--- src/rtl/any1_pkg.sv ---
// rtl/any1_pkg.sv - shared PTE/TLB-entry types, walker states and fault causes
// Contents:
//   pte_t        64-bit page-table entry as read from memory
//   tlb_entry_t  64-bit TLB entry, same layout the TLB itself uses
//   ptw_cause_e  walker fault cause reported on cause_o
//   ptw_state_e  walker FSM states
//   mk_tlbe()    formats a leaf PTE into a TLB entry (A/D cleared)
package any1_pkg;

    // Leaf PTE: ppn = [31:14]. A table-pointer PTE reuses [31:13] as the
    // 8 kB-aligned base of the next-level table, i.e. {ppn, rsvd[5]}.
    typedef struct packed {
        logic [31:0] hi;
        logic [17:0] ppn;
        logic [5:0]  rsvd;
        logic        d;
        logic        a;
        logic        g;
        logic        c;
        logic        r;
        logic        w;
        logic        x;
        logic        v;
    } pte_t;

    // Permission bits sit at the same positions as in the PTE so that
    // formatting an entry is a field copy.
    typedef struct packed {
        logic [15:0] rsvd_hi;
        logic [7:0]  asid;
        logic [7:0]  vpn;
        logic [17:0] ppn;
        logic [5:0]  rsvd_lo;
        logic        d;
        logic        a;
        logic        g;
        logic        c;
        logic        r;
        logic        w;
        logic        x;
        logic        rsvd0;
    } tlb_entry_t;

    typedef enum logic [1:0] {
        CAUSE_INVALID = 2'd0,
        CAUSE_BAD_PTR = 2'd1,
        CAUSE_BUS_ERR = 2'd2,
        CAUSE_TIMEOUT = 2'd3
    } ptw_cause_e;

    typedef enum logic [2:0] {
        S_IDLE = 3'd0,
        S_L1   = 3'd1,
        S_L2   = 3'd2,
        S_WR   = 3'd3,
        S_FIN  = 3'd4
    } ptw_state_e;

    // A and D start cleared; the TLB sets them when the entry is used.
    function automatic logic [63:0] mk_tlbe(input pte_t pte, input logic [7:0] vpn,
                                            input logic [7:0] asid);
        tlb_entry_t e;
        e      = '0;
        e.asid = asid;
        e.vpn  = vpn;
        e.ppn  = pte.ppn;
        e.g    = pte.g;
        e.c    = pte.c;
        e.r    = pte.r;
        e.w    = pte.w;
        e.x    = pte.x;
        e.a    = 1'b0;
        e.d    = 1'b0;
        return e;
    endfunction

endpackage

--- src/rtl/any1_ptw_busif.sv ---
// rtl/any1_ptw_busif.sv - single-beat read master with timeout for the page-table walker
// Ports:
//   clk_i, rst_ni            clock, asynchronous active-low reset
//   start_i, start_adr_i     begin a read at start_adr_i next cycle
//   ack_i, err_i             bus response (err wins over ack)
//   cyc_o, stb_o, adr_o      registered bus request
//   rd_done_o                read completed this cycle (dat_i valid)
//   rd_err_o                 read ended with a bus error this cycle
//   rd_tmo_o                 read abandoned after TMO strobe cycles
module any1_ptw_busif #(
    parameter int AWID = 32,
    parameter int TMO  = 255
) (
    input  logic            clk_i,
    input  logic            rst_ni,
    input  logic            start_i,
    input  logic [AWID-1:0] start_adr_i,
    input  logic            ack_i,
    input  logic            err_i,
    output logic            cyc_o,
    output logic            stb_o,
    output logic [AWID-1:0] adr_o,
    output logic            rd_done_o,
    output logic            rd_err_o,
    output logic            rd_tmo_o
);

    localparam int            CW       = (TMO > 1) ? $clog2(TMO + 1) : 1;
    localparam logic [CW-1:0] TMO_LAST = (TMO > 0) ? CW'(TMO - 1) : '0;

    logic            stb_q, stb_d;
    logic [AWID-1:0] adr_q, adr_d;
    logic [CW-1:0]   cnt_q, cnt_d;

    always_comb begin
        stb_d     = stb_q;
        adr_d     = adr_q;
        cnt_d     = cnt_q;
        rd_done_o = 1'b0;
        rd_err_o  = 1'b0;
        rd_tmo_o  = 1'b0;
        if (stb_q) begin
            if (err_i) begin
                rd_err_o = 1'b1;
                stb_d    = 1'b0;
            end else if (ack_i) begin
                rd_done_o = 1'b1;
                stb_d     = 1'b0;
            end else if ((TMO != 0) && (cnt_q == TMO_LAST)) begin
                // cnt_q counts strobe cycles already spent without a response
                rd_tmo_o = 1'b1;
                stb_d    = 1'b0;
            end else begin
                cnt_d = cnt_q + CW'(1);
            end
        end
        // A new read may be launched in the same cycle the previous one ends,
        // so the next level follows with no strobe gap.
        if (start_i) begin
            stb_d = 1'b1;
            adr_d = start_adr_i;
            cnt_d = '0;
        end
    end

    always_ff @(posedge clk_i or negedge rst_ni) begin
        if (!rst_ni) begin
            stb_q <= 1'b0;
            adr_q <= '0;
            cnt_q <= '0;
        end else begin
            stb_q <= stb_d;
            adr_q <= adr_d;
            cnt_q <= cnt_d;
        end
    end

    assign cyc_o = stb_q;
    assign stb_o = stb_q;
    assign adr_o = adr_q;

endmodule

--- src/rtl/any1_ptw.sv ---
// rtl/any1_ptw.sv - two-level page-table walker that refills the TLB after a miss
// Ports:
//   clk_i, rst_ni                  clock, asynchronous active-low reset
//   miss_i, vadr_i, asid_i, ptbr_i miss request and its context
//   flush_i                        abort the walk
//   busy_o, done_o, fault_o,       walk status; done/fault are one-cycle pulses
//   cause_o                        fault cause, valid with fault_o
//   cyc_o, stb_o, adr_o, dat_i,    64-bit read-only bus master
//   ack_i, err_i
//   tlben_o, wrtlb_o, tlbadr_o,    TLB management write port
//   tlbdat_o
module any1_ptw
    import any1_pkg::*;
#(
    parameter int AWID = 32,
    parameter int TMO  = 255
) (
    input  logic            clk_i,
    input  logic            rst_ni,
    input  logic            miss_i,
    input  logic [AWID-1:0] vadr_i,
    input  logic [7:0]      asid_i,
    input  logic [AWID-1:0] ptbr_i,
    input  logic            flush_i,
    output logic            busy_o,
    output logic            done_o,
    output logic            fault_o,
    output logic [1:0]      cause_o,
    output logic            cyc_o,
    output logic            stb_o,
    output logic [AWID-1:0] adr_o,
    input  logic [63:0]     dat_i,
    input  logic            ack_i,
    input  logic            err_i,
    output logic            tlben_o,
    output logic            wrtlb_o,
    output logic [15:0]     tlbadr_o,
    output logic [63:0]     tlbdat_o
);

    ptw_state_e       state_q, state_d;
    logic [AWID-1:14] vadr_q, vadr_d;
    logic [7:0]       asid_q, asid_d;
    logic [AWID-1:12] ptbr_q, ptbr_d;
    logic             abort_q, abort_d;
    logic             busy_q, busy_d;
    logic             done_q, done_d;
    logic             fault_q, fault_d;
    ptw_cause_e       cause_q, cause_d;
    logic             wr_q, wr_d;
    logic [15:0]      tlbadr_q, tlbadr_d;
    logic [63:0]      tlbdat_q, tlbdat_d;

    logic             rd_start;
    logic [AWID-1:0]  rd_adr;
    logic             rd_done, rd_err, rd_tmo, rd_end;
    pte_t             pte_rd;

    // Page offset and the low PTBR bits never take part in the walk.
    logic unused_bits;
    assign unused_bits = &{1'b0, vadr_i[13:0], ptbr_i[11:0]};

    assign pte_rd = pte_t'(dat_i);
    assign rd_end = rd_done | rd_err | rd_tmo;

    any1_ptw_busif #(
        .AWID(AWID),
        .TMO (TMO)
    ) u_busif (
        .clk_i      (clk_i),
        .rst_ni     (rst_ni),
        .start_i    (rd_start),
        .start_adr_i(rd_adr),
        .ack_i      (ack_i),
        .err_i      (err_i),
        .cyc_o      (cyc_o),
        .stb_o      (stb_o),
        .adr_o      (adr_o),
        .rd_done_o  (rd_done),
        .rd_err_o   (rd_err),
        .rd_tmo_o   (rd_tmo)
    );

    always_comb begin
        state_d  = state_q;
        vadr_d   = vadr_q;
        asid_d   = asid_q;
        ptbr_d   = ptbr_q;
        abort_d  = abort_q;
        busy_d   = busy_q;
        done_d   = 1'b0;
        fault_d  = 1'b0;
        cause_d  = cause_q;
        wr_d     = 1'b0;
        tlbadr_d = tlbadr_q;
        tlbdat_d = tlbdat_q;
        rd_start = 1'b0;
        rd_adr   = '0;

        unique case (state_q)
            S_IDLE: begin
                if (miss_i && !flush_i) begin
                    vadr_d   = vadr_i[AWID-1:14];
                    asid_d   = asid_i;
                    ptbr_d   = ptbr_i[AWID-1:12];
                    abort_d  = 1'b0;
                    busy_d   = 1'b1;
                    rd_start = 1'b1;
                    // 256-entry L1 table occupies the low 2 kB of the
                    // 4 kB-aligned page at PTBR.
                    rd_adr   = {ptbr_i[AWID-1:12], 1'b0, vadr_i[31:24], 3'b000};
                    state_d  = S_L1;
                end
            end
            S_L1, S_L2: begin
                if (flush_i) begin
                    abort_d = 1'b1;
                end
                if (rd_end) begin
                    // A flush in the completing cycle counts as an abort too.
                    if (abort_q || flush_i) begin
                        busy_d  = 1'b0;
                        state_d = S_IDLE;
                    end else if (rd_err) begin
                        fault_d = 1'b1;
                        cause_d = CAUSE_BUS_ERR;
                    end else if (rd_tmo) begin
                        fault_d = 1'b1;
                        cause_d = CAUSE_TIMEOUT;
                    end else if (!pte_rd.v) begin
                        fault_d = 1'b1;
                        cause_d = CAUSE_INVALID;
                    end else if ((state_q == S_L1) && (pte_rd.r || pte_rd.w || pte_rd.x)) begin
                        // Superpages are not supported: an L1 leaf is malformed.
                        fault_d = 1'b1;
                        cause_d = CAUSE_BAD_PTR;
                    end else if (state_q == S_L1) begin
                        rd_start = 1'b1;
                        rd_adr   = {dat_i[AWID-1:13], vadr_q[23:14], 3'b000};
                        state_d  = S_L2;
                    end else begin
                        wr_d     = 1'b1;
                        tlbadr_d = {1'b1, 5'b00000, vadr_q[23:14]};
                        tlbdat_d = mk_tlbe(pte_rd, vadr_q[31:24], asid_q);
                        state_d  = S_WR;
                    end
                end
            end
            S_WR: begin
                done_d  = 1'b1;
                busy_d  = 1'b0;
                state_d = S_FIN;
            end
            S_FIN: begin
                state_d = S_IDLE;
            end
            default: begin
                busy_d  = 1'b0;
                state_d = S_IDLE;
            end
        endcase

        if (fault_d) begin
            busy_d  = 1'b0;
            state_d = S_IDLE;
        end
    end

    always_ff @(posedge clk_i or negedge rst_ni) begin
        if (!rst_ni) begin
            state_q  <= S_IDLE;
            vadr_q   <= '0;
            asid_q   <= '0;
            ptbr_q   <= '0;
            abort_q  <= 1'b0;
            busy_q   <= 1'b0;
            done_q   <= 1'b0;
            fault_q  <= 1'b0;
            cause_q  <= CAUSE_INVALID;
            wr_q     <= 1'b0;
            tlbadr_q <= '0;
            tlbdat_q <= '0;
        end else begin
            state_q  <= state_d;
            vadr_q   <= vadr_d;
            asid_q   <= asid_d;
            ptbr_q   <= ptbr_d;
            abort_q  <= abort_d;
            busy_q   <= busy_d;
            done_q   <= done_d;
            fault_q  <= fault_d;
            cause_q  <= cause_d;
            wr_q     <= wr_d;
            tlbadr_q <= tlbadr_d;
            tlbdat_q <= tlbdat_d;
        end
    end

    assign busy_o   = busy_q;
    assign done_o   = done_q;
    assign fault_o  = fault_q;
    assign cause_o  = cause_q;
    assign tlben_o  = wr_q;
    assign wrtlb_o  = wr_q;
    assign tlbadr_o = tlbadr_q;
    assign tlbdat_o = tlbdat_q;

endmodule
--- config.mk ---
export PLATFORM = sky130hd
export DESIGN_NAME = any1_ptw
export DESIGN_NICKNAME = d
export VERILOG_FILES = /design/src/rtl/any1_pkg.sv /design/src/rtl/any1_ptw_busif.sv /design/src/rtl/any1_ptw.sv
export SDC_FILE = /design/constraint.sdc
export NUM_CORES = 1
export LEC_CHECK = 0
export CORE_MARGIN = 10
export CORE_UTILIZATION = 40
export CTS_BUF_LIST = sky130_fd_sc_hd__clkbuf_2
export CTS_CLUSTER_DIAMETER = 200
export DETAILED_ROUTE_END_ITERATION = 10
export PLACE_DENSITY = 0.87
export SLEW_MARGIN = 25
export SYNTH_ARGS = -nofsm -noshare
export SYNTH_HDL_FRONTEND = slang
export SYNTH_SLANG_ARGS = --single-unit
--- constraint.sdc ---
create_clock -name clk_i -period 2.45 [get_ports clk_i]
set_input_delay 0.6125 -clock clk_i [delete_from_list [all_inputs] [get_ports clk_i]]
set_output_delay 0.6125 -clock clk_i [all_outputs]
set_load 0.005 [all_outputs]
==> results of run 1 <==
-- Yosys cell counts (all sizes together), types with 4 or more instances --
cell type | n | area, µm²
a21oi | 4 | 20.0
a221o | 9 | 90.1
buf | 51 | 350
nor2 | 14 | 52.6
and3 | 12 | 75.1
clkbuf | 11 | 41.3
nand2 | 62 | 233
mux2 | 50 | 563
dfrtp | 124 | 3100
o21ai | 24 | 120
a22oi | 20 | 150
xnor2 | 7 | 61.3
a21o | 8 | 60.1
or2 | 4 | 25.0
inv | 26 | 97.6
-- cells in the final DEF (no fill, tap or decap), drive strengths merged, types with 2 or more instances in the layout --
cell | Yosys | final
clkdlybuf4s50 | 0 | 163
dfrtp | 124 | 124
nand2 | 62 | 62
mux2 | 50 | 50
conb | 1 | 33
buf | 51 | 27
inv | 26 | 26
o21ai | 24 | 24
a22oi | 20 | 20
clkbuf | 11 | 19
nor2 | 14 | 14
and3 | 12 | 12
a221o | 9 | 9
a21o | 8 | 8
xnor2 | 7 | 7
clkinv | 0 | 6
a21oi | 4 | 4
clkinvlp | 0 | 4
or2 | 4 | 4
nand3 | 3 | 3
o211ai | 3 | 3
bufinv | 0 | 3
nor4 | 3 | 3
a2111oi | 3 | 3
nand4 | 2 | 2
or3b | 2 | 2
nor3 | 2 | 2
nand4b | 2 | 2
a311oi | 2 | 2
nand2b | 2 | 2
o2bb2ai | 2 | 2
a211o | 2 | 2
ha | 2 | 2
-- metrics by stage --
| stage | hold WS [ps] | std cells | instance area, µm² |
|---|---|---|---|
| after floorplan | 317 | 500 | 5510 |
| after global placement | 451 | 802 | 7180 |
| after detailed placement | 458 | 802 | 7180 |
| after CTS | 275 | 835 | 7440 |
| after global routing | 285 | 838 | 7460 |
| final | 333 | 838 | 7460 |
-- layout make-up --
type | count | area (µm²)
fillers | 1117 | 5790
flip-flops and latches | 124 | 3100
multi-input cells | 288 | 1920
repair buffers | 191 | 1870
well taps | 176 | 220
clock inverters | 13 | 150
inverters | 26 | 97.6
clock buffers | 19 | 95.1
diodes | 1 | 2.50
-- layer usage --
layer | part of all wire, % | routed length [µm]
met3 | 9.3 | 1420
met1 | 35 | 5420
met5 | 0 | 0
met2 | 52 | 7940
met4 | 3.5 | 533
-- registers in the layout, summed over array words and instances, names as in the netlist, 2 cells and up --
register,count
vadr_q,18
u_busif.adr_o,29
tlbadr_o,11
asid_q,8
state_q,3
tlbdat_o,39
u_busif.cnt_q,8
cause_o,2
-- power breakdown --
group	switching, W	total [W]	leakage (nW)	internal [W]
logic	0.000843	0.00194	1.80	0.00110
clock network	0.000772	0.00133	0.139	0.000563
registers	0.000363	0.00294	1.63	0.00257
-- logic make-up after synthesis --
kind of cell	share of synthesized area, %
multiplexers	10.6
AO/OA/AOI/OAI	11.0
flip-flops	57.6
AND/OR/NAND/NOR	10.1
other	0.0696
buffers and inverters	9.08
XOR/XNOR	1.14
adder cells (fa/ha/maj)	0.464
-- path summary, 6_finish.rpt --
check	from	slack, ps	endpoint
worst min register to register	tlbadr_o[15]$_DFFE_PN0P_	500	tlbadr_o[15]$_DFFE_PN0P_
worst max-delay path	u_busif.cyc_o$_DFF_PN0_	150	cyc_o
worst min-delay path	rst_ni	330	vadr_q[20]$_DFFE_PN0P_
max in group asynchronous	rst_ni	1370	tlbdat_o[18]$_DFFE_PN0P_
worst max register to register	state_q[0]$_DFFE_PN0P_	370	u_busif.adr_o[4]$_DFFE_PN0P_
min in group clk_i	vadr_i[21]	420	vadr_q[21]$_DFFE_PN0P_
-- worst register-to-register path, stage by stage, from the launching register on --
cell     delay (ps)
dfrtp_1         560
or3b_1          450
nor4_4          350
nor2_1          260
a221o_1         360
-- repair_timing --
action / in CTS / in global routing
pin swaps: 0 / 0
buffers inserted: 0 / 2
hold buffers: 1 / 0
hold endpoints to repair: 22 / 0
setup endpoints to repair: 2 / 2
resized for setup: 1 / 0
==> qor.yml, run 1 <==
outcome: "finished, final reports clean"
fin_ws_ps: 155
wirelength_um: 15300
path_max_fanout: 9
routedWlPerCell_um: 18.3
cts-htree-levels: 4
die-area_mm2: 0.0185
die_x_um: 136
core_mm2: 0.0132
crit_buf_inv: 1
antenna_found_initial: 1
grt_max_degree: 72
crit_path_end_kind: "primary output"
grt_use_met3_pct: 6.90
syn_inst: 468
grt_pass1_vias: 4640
port_buffers: 164
drt_first_pass_iters: 5
syn_area_mm2: 0.00539
grt_overflow_total: 0
fin_tns_setup_ps: 0
rows: 42
cts-root-buf: "clkbuf_2"
via_count: 4194
worst_pin_slew_ps: 822
clock_skew_ps: 24.0
grt.busiest_layer: "met2"
async_reset_ff_share_pct: 100
post-route-period-util_pct: 93.7
drcViolationCount: 0
r2r_cells: 4
grt_use_met1_pct: 16.5
final_antenna_net_count: 0
ys.flop_type: "dfrtp_1"
cts_buffers: 17
fmax_ghz: 0.436
finalPower_w: 0.00621
use_met2_pct: 29.1
synth.distinct_cells: 45
drt_iter0_markers: 257
finalCriticalPeriod_ps: 2300
insertion_delay_ps: 690
nets: 792
p_leak_nw: 3.57
hold_viol: 0
crit_path_max_incr_delay_ps: 530
cts_sinks: 124
die_height_um: 136
path_class: "flop to primary output"
clkTransAtPathRegs_ps: 190
crit_required_ps: 1840
setup_viol_count_final: 0
io_pins: 263
slew_headroom_pct: 45.0
vdd_drop_max_mv: 0.419
yosys_register_bits: 124
layout-drive-gt1-share_pct: 17.1
max_cap_viol_count: 0
crit_chain: "clkdlybuf4s50_1"
synth-seq-area-share_pct: 57.6
viasPerCell: 5.00
rsz0062_at_grt: "false"
hp-class: "input pin to asynchronous set/reset pin"
syn_area_per_cell_um2: 11.5
synth-warning-count: 0
cts_tree: "yes"
dpl.hpwl_um: 11600
pre_cts_ws_ps: -120
slowest_stage: "clkdlybuf4s50_1"
gp_congestion: 0.871
clock_path_buffers: 2
start_util_pct: 40.7
synth_edf_count: 0
crit_cells: 1
path_delay_family: "buffers and inverters"
grt_pass1_wl_um: 23900
area_growth_pct: 38.4
start_kind: "flop"
grt_usage_pct: 16.6
maxSlewViolCount: 0
powerDensity_mw_per_mm2: 833
crit_arrival_ps: 1680
fin_util_pct: 56.3
No activity file was read; power rests on OpenSTA's default activity.
==> run 2: changes to the inputs <==
- DONT_BUFFER_PORTS: default -> 1
- PLACE_DENSITY: 0.87 -> 0.62
==> qor.yml, run 2 (same netlist as run 1, synthesis figures left out) <==
outcome: "complete, but fails checks"
violations: "negative hold slack"
r2r_end: "u_busif.adr_o[24]$_DFFE_PN0P_"
multi_input_area_mm2: 0.00192  # unchanged
r2r-start: "state_q[1]$_DFFE_PN0P_"
layout_commonest_cell: "dfrtp_1"
wl_met3_um: 1650  # +16%
finalPower_w: 0.00542  # -13%
start_kind: "flop"
vdd_drop_max_mv: 0.438  # +4.4%
antenna_found_initial: 2  # +1
worst_pin_slew_ps: 805  # -17.2 ps
place_area_mm2: 0.00545  # -24%
slowest_stage: "dfrtp_1"
r2r_cells: 6  # +2
maxSlewViolCount: 0  # unchanged
wl_met1_um: 5360  # -1.2%
grt_overflow_total: 0  # unchanged
grt_pass1_vias: 3820  # -18%
layout-drive-gt1-share_pct: 17.8  # +0.69 points
nFillCells: 1232  # +10%
viasPerCell: 5.12  # +2.3%
most-common-layout-cells: "dfrtp_1, nand2_1, dlygate4sd3_1"
hp-class: "input pin to asynchronous set/reset pin"
start_util_pct: 40.7  # unchanged
largest_reg_flops: 39  # unchanged
slew_headroom_pct: 46.1  # +1.2 points
met2WireLength_um: 7100  # -11%
crit_required_ps: 3010  # +1170 ps
whs_ps: -395  # -728 ps
regArea_mm2: 0.00310  # about the same
rsz0062_at_grt: "false"
fin_tns_setup_ps: 0  # unchanged
io_pins: 263  # unchanged
hold_viol: 124  # +124
die-area_mm2: 0.0185  # unchanged
crit_chain: "or3b_1 -> nor4_4 -> buf_4 -> or2_1 -> buf_12 -> o21ai_0"
cts_sinks: 124  # unchanged
p_leak_nw: 3.10  # -13%
setup_viol_count_final: 0  # unchanged
cts_buffers: 17  # unchanged
cts_tree: "yes"
cts-root-buf: "clkbuf_2"
powerDensity_mw_per_mm2: 872  # +4.7%
post-route-period-util_pct: 89.6  # -4.1 points
port_buffers: 0  # -100%
path_max_fanout: 28  # +19
gp_congestion: 0.747  # -14%
area_growth_pct: 15.3
crit_arrival_ps: 2750  # +1070 ps
die_height_um: 136  # unchanged
insertion_delay_ps: 680  # about the same
clock_path_buffers: 2  # unchanged
grt_max_degree: 125  # +74%
max_cap_viol_count: 0  # unchanged
fmax_ghz: 0.456  # +4.6%
rows: 42  # unchanged
cts-htree-levels: 4  # unchanged
post_cts_resized: 0  # -1
path_class: "flop to flop"
grt_pass1_wl_um: 21600  # -9.8%
clkTransAtPathRegs_ps: 180  # about the same
die_x_um: 136  # unchanged
finalCriticalPeriod_ps: 2190  # -101 ps
core_mm2: 0.0132  # unchanged
wirelength_um: 14300  # -6.6%
crit_path_max_incr_delay_ps: 530  # about the same
drcViolationCount: 0  # unchanged
grt_usage_pct: 15.2  # -1.4 points
routedWlPerCell_um: 20.1  # +10%
via_count: 3646  # -13%
dr.max_layer_used: "met4"
final_antenna_net_count: 0  # unchanged
drt_iter0_markers: 193  # -25%
finalInstanceArea_mm2: 0.00622  # -17%
drt_first_pass_iters: 4  # -1
clock_skew_ps: 25.6  # +1.55 ps
rrSetupSlack_ps: 260  # -110 ps
crit_path_end_kind: "flop"
dpl.hpwl_um: 9780  # -15%
nets: 668  # -16%
[run 2: changes by cell type in the layout (fill, tap and decap cells not counted), moves of 2 or more]
cell / previous run / this run
buf_4: 25 / 12
clkdlybuf4s50_1: 163 / 0
clkinvlp_4: 4 / 2
dlygate4sd3_1: 1 / 54
[run 2: worst max-delay path by stage]
stage / startpoint / end / slack, ps
6_report: state_q[1]$_DFFE_PN0P_ / u_busif.adr_o[24]$_DFFE_PN0P_ / 260
5_1_grt: state_q[1]$_DFFE_PN0P_ / u_busif.adr_o[24]$_DFFE_PN0P_ / 140
2_1_floorplan: flush_i / busy_o$_DFFE_PN0P_ / 490
3_5_place_dp: dat_i[2] / u_busif.adr_o[26]$_DFFE_PN0P_ / 240
3_3_place_gp: dat_i[2] / u_busif.adr_o[24]$_DFFE_PN0P_ / 280
4_1_cts: state_q[1]$_DFFE_PN0P_ / u_busif.adr_o[24]$_DFFE_PN0P_ / 260
[run 2: metal layers]
layer | global-route usage [%] | up-vias
met4 | 5.50 | 0
met1 | 16.7 | 1796
li1 | - | 1666
met5 | 0 | -
met3 | 7.34 | 15
met2 | 24.9 | 169
[run 2: final cells by class]
type                    count  share of cell area, %
clock inverters            10                   2.03
diodes                      2                 0.0805
repair buffers             67                   10.5
clock buffers              19                   1.53
flip-flops and latches    124                   49.9
multi-input cells         288                   30.9
inverters                  26                   1.57
well taps                 176                   3.54
[run 2: power by group]
part           total, W  internal [W]  switching (W)
clock           0.00127      0.000546       0.000727
sequential      0.00302       0.00258       0.000450
combinational   0.00112      0.000536       0.000586
[run 2: what timing repair did]
item	CTS	global route
setup buffers	0	0
hold buffers	32	22
setup endpoints to repair	0	0
hold endpoints to repair	159	148
[run 2: worst max-delay path, delay by kind of cell, from the launching register on]
kind            cells  cell delay, ps
flops               1             530
compound gates      1             100
simple gates        3            1020
buf+inv             2             410
[run 2: per-stage QoR]
stage | utilization (%) | instances | setup slack (ps)
after CTS | 45.2 | 688 | 259
after floorplan | - | 500 | 491
after global placement | 41.1 | 627 | 276
final | 46.9 | 712 | 256
after detailed placement | 41.1 | 627 | 242
after global routing | 46.9 | 712 | 144
